File: src/rtl/intr_ctrl_if.sv
// Core-facing bus of the interrupt controller: interrupt handshake plus register port.
interface intr_ctrl_if #(
    parameter int unsigned IDW = 3
);
    logic           interrupt;
    logic [IDW-1:0] intr_id;
    logic           intr_ack;
    logic           intr_eret;
    logic           reg_wen;
    logic [1:0]     reg_addr;
    logic [31:0]    reg_din;
    logic [31:0]    reg_dout;

    modport master (
        output intr_ack, intr_eret, reg_wen, reg_addr, reg_din,
        input  interrupt, intr_id, reg_dout
    );

    modport slave (
        input  intr_ack, intr_eret, reg_wen, reg_addr, reg_din,
        output interrupt, intr_id, reg_dout
    );
endinterface

File: src/rtl/intr_ctrl.sv
// Multi-source interrupt controller: synchronizes sources, latches rising edges as pending,
// masks and prioritizes them, and runs the ack/eret handshake with the core.
module intr_ctrl #(
    parameter int unsigned N_SRC       = 8,
    parameter int unsigned SYNC_STAGES = 2,
    parameter int unsigned IDW         = 3
) (
    input  logic             clk,
    input  logic             rst,
    input  logic [N_SRC-1:0] src,
    intr_ctrl_if.slave       bus
);
    localparam int unsigned DW = 32;

    typedef enum logic {
        ST_IDLE    = 1'b0,
        ST_SERVICE = 1'b1
    } state_t;

    state_t                                state_q, state_d;
    logic [SYNC_STAGES-1:0][N_SRC-1:0]     sync_q;
    logic [N_SRC-1:0]                      hist_q;
    logic [N_SRC-1:0]                      edge_q;
    logic [N_SRC-1:0]                      pending_q;
    logic [N_SRC-1:0]                      mask_q;
    logic                                  gie_q;
    logic [IDW-1:0]                        isr_id_q;
    logic [DW-1:0]                         dout_q;

    logic [N_SRC-1:0]                      eligible_c;
    logic                                  irq_c;
    logic [IDW-1:0]                        id_c;
    logic                                  ack_take_c;
    logic [N_SRC-1:0]                      clr_c;
    logic [N_SRC-1:0]                      pending_d;
    logic [DW-1:0]                         rdata_c;
    logic                                  in_service;

    assign in_service = (state_q == ST_SERVICE);
    assign eligible_c = pending_q & mask_q;
    assign irq_c      = gie_q & ~in_service & (|eligible_c);

    assign bus.interrupt = irq_c;
    assign bus.intr_id   = id_c;
    assign bus.reg_dout  = dout_q;

    // Lowest set index wins; scan from the top so the last hit is the lowest.
    always_comb begin
        id_c = '0;
        for (int i = int'(N_SRC) - 1; i >= 0; i--) begin
            if (eligible_c[i]) id_c = IDW'(i);
        end
    end

    // Handshake FSM: idle (may request) vs. in service (blocks further requests).
    always_comb begin
        state_d    = state_q;
        ack_take_c = 1'b0;
        case (state_q)
            ST_IDLE: begin
                if (bus.intr_ack && irq_c) begin
                    state_d    = ST_SERVICE;
                    ack_take_c = 1'b1;
                end
            end
            ST_SERVICE: begin
                if (bus.intr_eret) state_d = ST_IDLE;
            end
            default: state_d = ST_IDLE;
        endcase
    end

    // Clears from ack and W1C; a same-cycle new edge overrides the clear.
    always_comb begin
        clr_c = '0;
        if (ack_take_c) clr_c = N_SRC'(1) << id_c;
        if (bus.reg_wen && bus.reg_addr == 2'd0) clr_c = clr_c | bus.reg_din[N_SRC-1:0];
        pending_d = (pending_q & ~clr_c) | edge_q;
    end

    always_comb begin
        rdata_c = '0;
        case (bus.reg_addr)
            2'd0: rdata_c = DW'(pending_q);
            2'd1: rdata_c = DW'(mask_q);
            2'd2: begin
                rdata_c[0]       = gie_q;
                rdata_c[1]       = in_service;
                rdata_c[8 +: IDW] = isr_id_q;
            end
            2'd3: begin
                rdata_c[31]      = irq_c;
                rdata_c[IDW-1:0] = id_c;
            end
            default: rdata_c = '0;
        endcase
    end

    always_ff @(posedge clk or posedge rst) begin
        if (rst) begin
            state_q   <= ST_IDLE;
            sync_q    <= '0;
            hist_q    <= '0;
            edge_q    <= '0;
            pending_q <= '0;
            mask_q    <= '0;
            gie_q     <= 1'b0;
            isr_id_q  <= '0;
            dout_q    <= '0;
        end else begin
            state_q   <= state_d;
            sync_q    <= {sync_q[SYNC_STAGES-2:0], src};
            hist_q    <= sync_q[SYNC_STAGES-1];
            edge_q    <= sync_q[SYNC_STAGES-1] & ~hist_q;
            pending_q <= pending_d;
            dout_q    <= rdata_c;
            if (ack_take_c) isr_id_q <= id_c;
            if (bus.reg_wen && bus.reg_addr == 2'd1) mask_q <= bus.reg_din[N_SRC-1:0];
            if (bus.reg_wen && bus.reg_addr == 2'd2) gie_q  <= bus.reg_din[0];
        end
    end
endmodule

File: src/flat_wrapper.sv
// flat-port wrapper written by rule: the top's interface ports become plain ports
module intr_ctrl_flat 
#(
    parameter int unsigned N_SRC       = 8,
    parameter int unsigned SYNC_STAGES = 2,
    parameter int unsigned IDW         = 3
)
  (clk, rst, src, bus_intr_ack, bus_intr_eret, bus_reg_wen, bus_reg_addr, bus_reg_din, bus_interrupt, bus_intr_id, bus_reg_dout);
  intr_ctrl_if #(.IDW(IDW)) bus_i ();
  input  logic clk;
  input  logic rst;
  input  logic [N_SRC-1:0] src;
  input wire logic [$bits(bus_i.intr_ack)-1:0] bus_intr_ack;
  input wire logic [$bits(bus_i.intr_eret)-1:0] bus_intr_eret;
  input wire logic [$bits(bus_i.reg_wen)-1:0] bus_reg_wen;
  input wire logic [$bits(bus_i.reg_addr)-1:0] bus_reg_addr;
  input wire logic [$bits(bus_i.reg_din)-1:0] bus_reg_din;
  output wire logic [$bits(bus_i.interrupt)-1:0] bus_interrupt;
  output wire logic [$bits(bus_i.intr_id)-1:0] bus_intr_id;
  output wire logic [$bits(bus_i.reg_dout)-1:0] bus_reg_dout;
  assign bus_i.intr_ack = bus_intr_ack;
  assign bus_i.intr_eret = bus_intr_eret;
  assign bus_i.reg_wen = bus_reg_wen;
  assign bus_i.reg_addr = bus_reg_addr;
  assign bus_i.reg_din = bus_reg_din;
  assign bus_interrupt = bus_i.interrupt;
  assign bus_intr_id = bus_i.intr_id;
  assign bus_reg_dout = bus_i.reg_dout;
  intr_ctrl #(.N_SRC(N_SRC), .SYNC_STAGES(SYNC_STAGES), .IDW(IDW)) u_core (.clk(clk), .rst(rst), .src(src), .bus(bus_i));
endmodule
File: config.mk
export PLATFORM = sky130hd
export DESIGN_NAME = intr_ctrl_flat
export DESIGN_NICKNAME = d
export VERILOG_FILES = /design/src/rtl/intr_ctrl_if.sv /design/src/rtl/intr_ctrl.sv /design/src/flat_wrapper.sv
export SDC_FILE = /design/constraint.sdc
export NUM_CORES = 1
export LEC_CHECK = 0
export CAP_MARGIN = 0
export CORE_AREA = 2 2 86 88
export CTS_CLUSTER_DIAMETER = 50
export DETAILED_ROUTE_END_ITERATION = 8
export DIE_AREA = 0 0 88 90
export PLACE_DENSITY = 0.66
export SYNTH_ARGS = -nofsm -noshare
export SYNTH_HDL_FRONTEND = slang
export SYNTH_SLANG_ARGS = --single-unit
File: constraint.sdc
create_clock -name clk -period 2.7 [get_ports clk]
set_input_delay 0.54 -clock clk [delete_from_list [all_inputs] [get_ports clk]]
set_output_delay 0.54 -clock clk [all_outputs]
set_load 0.01 [all_outputs]
==> results.md <==
* Worst-path maximum fanout at 5
* Fmax at 0.397 GHz
* I/O pins at 83
* Synth warnings at 0
* Clock Sinks at 65
* Synth Area in Compound Gates at 0.0770
* Clk_skew at 0.0102 ns
* LEAKAGE at 1.42 nW
* Register area share after synthesis at 0.642
* DRC Markers at 0
* RSZ-0062 raised after global routing: no
* Syn avg cell area at 13.4 um2
* Final max-slew violation count at 0
* Min-delay worst type: register to register
* Hold slack at 0.349 ns
* Routed len/inst at 12.1 um
* # fillers at 628
* Util after Layout at 0.460
* Power share of the sequential group at 0.474
* Main combinational cell family by area after synthesis: simple AND/OR/NAND/NOR gates
* Share of post-route cells with drive strength above 1 at 0.189
* Initial antenna violation count at 0
* Via density at 4.38
* Critical path's slowest cell: clkdlybuf4s50_1
* Mux contribution to synthesized area at 0.0923
* Cell count after synthesis at 189
* Crit path time final at 2.52 ns
* Logic pwr share at 0.193
* CP Capture Type: primary output
* Startpoint types: register
* Synth Area in XOR/XNOR at 0
* Clk buf depth at 2
* Final nets at 286
* Slowest stage delay, CP at 0.55 ns
* Routability Congestion at 0.846
* Clock Pin Slew Worst Setup and Hold Paths at 0.07 ns
* Power per cell area at 777 nW/um2
* CTS tree: built
* Critical path class: register to primary output
* Drt pass-1 iters at 4
* VDD IR max at 0.278 mV
* Final WL at 4170 um
* Initial Utilization at 0.361
* Simple-Gate Fraction of Synth Area at 0.120
* Yosys reg bits at 65
* Port Buffers at 38
* Final hold vios at 0
* Max-cap violations at 0
* H-tree depth at 3
* Setup violators final at 0
* Tot GR Track Use at 0.115
* Worst EP required at 2.16 ns
* Switching Share at 0.268
* Synth async-reset ratio at 1.00
* Fin cells at 343
* Critical path startpoint: u_core.mask_q[6]$_DFFE_PP0P_
* Top FF cell, synth: dfrtp_1
* Slew Limit Headroom at 0.588
* Yosys cell types at 42
* Die X-Extent at 88 um
* Die footprint at 7920 um2
* Post-placement cell count at 326
* ANT cells at 0
* Setup TNS at 0 ns
* Outcome: complete, no violations
* Aggregate global routing overflow at 0
* Detail Route Antenna Nets at 0
* EDFF count, synth at 0
* Placeable Area at 7020 um2
* Pin count of the biggest net entering global routing at 31
* Hold path startpoint: u_core.sync_q[3]$_DFF_PP0_
* Drt initial violations at 77
* First-pass GRT wire length at 6760 um
* Adder-cell share of the synthesized area at 0
* Root buf cell: clkbuf_8
* Worst-Skew Late Latency at 0.34 ns
* Die height at 90 um
* Crit path cell chain: and2_4, o211ai_2, a41o_1, clkdlybuf4s50_1
* DP HPWL at 2900 um
* Critical Path AT at 1.98 ns
* Post-synth design cell area at 2530 um2
* Int Pwr at 1.84 mW
* Proportion of power drawn by the clock network at 0.334
* Row count at 31
* Number of global-route vias before repair at 1416
* Psw at 672 uW
* Worst slew pin tran at 0.617 ns
* Worst r2r src: u_core.pending_q[5]$_DFF_PP0_
* Num CTS Buffers at 9
* Crit share post-route at 0.934
* Routed vias at 1501
* Synthesis-to-finish area growth at 27.5%
## cell usage in the layout (no fill, tap or decap), types with 3 or more instances in the layout
cell type        instances
dfrtp_1                 64
clkdlybuf4s50_1         37
conb_1                  20
nand2_1                 15
mux2_2                  11
clkbuf_8                11
nor2_1                   9
nor2b_1                  9
mux2i_1                  5
a31o_1                   5
buf_4                    4
a22oi_1                  3
nand4_1                  3
and2_1                   3
## synthesized netlist by cell type, types with 3 or more instances
cell,count,area (um2)
dfrtp_1,65,1630
buf_4,20,150
nand2_1,15,56.3
mux2_2,11,124
nor2_1,9,33.8
nor2b_1,9,56.3
a31o_1,5,43.8
mux2i_1,5,50.1
a22oi_1,3,22.5
and2_1,3,18.8
nand3_1,3,15.0
nand4_1,3,18.8
## critical path, delay by kind of cell (launching register included)
| family | cells | cell delay, ns |
|---|---|---|
| and+or+nand+nor | 1 | 0.18 |
| AOI/OAI and AO/OA | 2 | 0.49 |
| buffers and inverters | 1 | 0.55 |
| DFF | 1 | 0.43 |
## power by group through the flow
stage                     combinational, mW  sequential [mW]  clock (mW)
after floorplan                       0.287             1.20           0
after global placement                0.456             1.20           0
after detailed placement              0.464             1.20           0
after CTS                             0.469             1.19       0.866
after global routing                  0.528             1.20       0.909
final                                 0.484             1.19       0.837
## sequential cells by signal (all words and copies together), names as in the netlist
name,cells
u_core.sync_q,16
u_core.in_service,1
u_core.mask_q,8
u_core.hist_q,8
u_core.edge_q,8
u_core.isr_id_q,3
u_core.gie_q,1
u_core.bus.reg_dout,12
u_core.pending_q,8
## kinds of logic after synthesis
logic type             after synthesis
AOI/OAI and AO/OA                   24
buffers and inverters               25
and+or+nand+nor                     55
other                                1
DFF                                 65
muxes                               19
## per-layer routing
metal | vias to the layer above | GRT usage | wire length [um]
met4 | 0 | 0.0679 | 101
li1 | 725 | - | -
met3 | 12 | 0.0542 | 303
met2 | 60 | 0.155 | 1930
met1 | 704 | 0.147 | 1830
met5 | - | 0 | 0
## metrics by stage
step	setup WS [ns]	total power [mW]	instance area, um2
2_1_floorplan	0.534	1.48	2610
3_3_place_gp	0.367	1.65	2990
3_5_place_dp	0.370	1.67	2990
4_1_cts	0.0396	2.52	3200
5_1_grt	0.0483	2.64	3230
6_report	0.178	2.51	3230
## final cells by class
type	instances	area (um2)	share of cell area
Multi-Input combinational cell	118	833	0.258
Timing Repair Buffer	43	433	0.134
Tap cell	99	124	0.0383
Clock inverter	4	51.3	0.0159
Sequential cell	65	1630	0.504
Inverter	2	7.51	0.00232
Clock buffer	12	155	0.0480
## timing repair
action,CTS,global route
setup endpoints to repair,1,2
pin swaps,0,1
hold buffers,0,0
buffers inserted,0,1
gates resized for setup,1,5
## worst paths after layout
path,end,slack [ns],cells after the start
hold / removal,u_core.sync_q[11]$_DFF_PP0_,0.35,0
setup / recovery,bus_intr_id[0],0.18,4
min in group asynchronous,u_core.hist_q[5]$_DFF_PP0_,0.60,2
max in group asynchronous,u_core.bus.reg_dout[9]$_DFF_PP0_,1.53,3
hold reg to reg,u_core.sync_q[11]$_DFF_PP0_,0.35,0
setup reg to reg,u_core.isr_id_q[0]$_DFFE_PP0P_,0.95,4
Note: power is estimated with default switching activity, not from simulation.
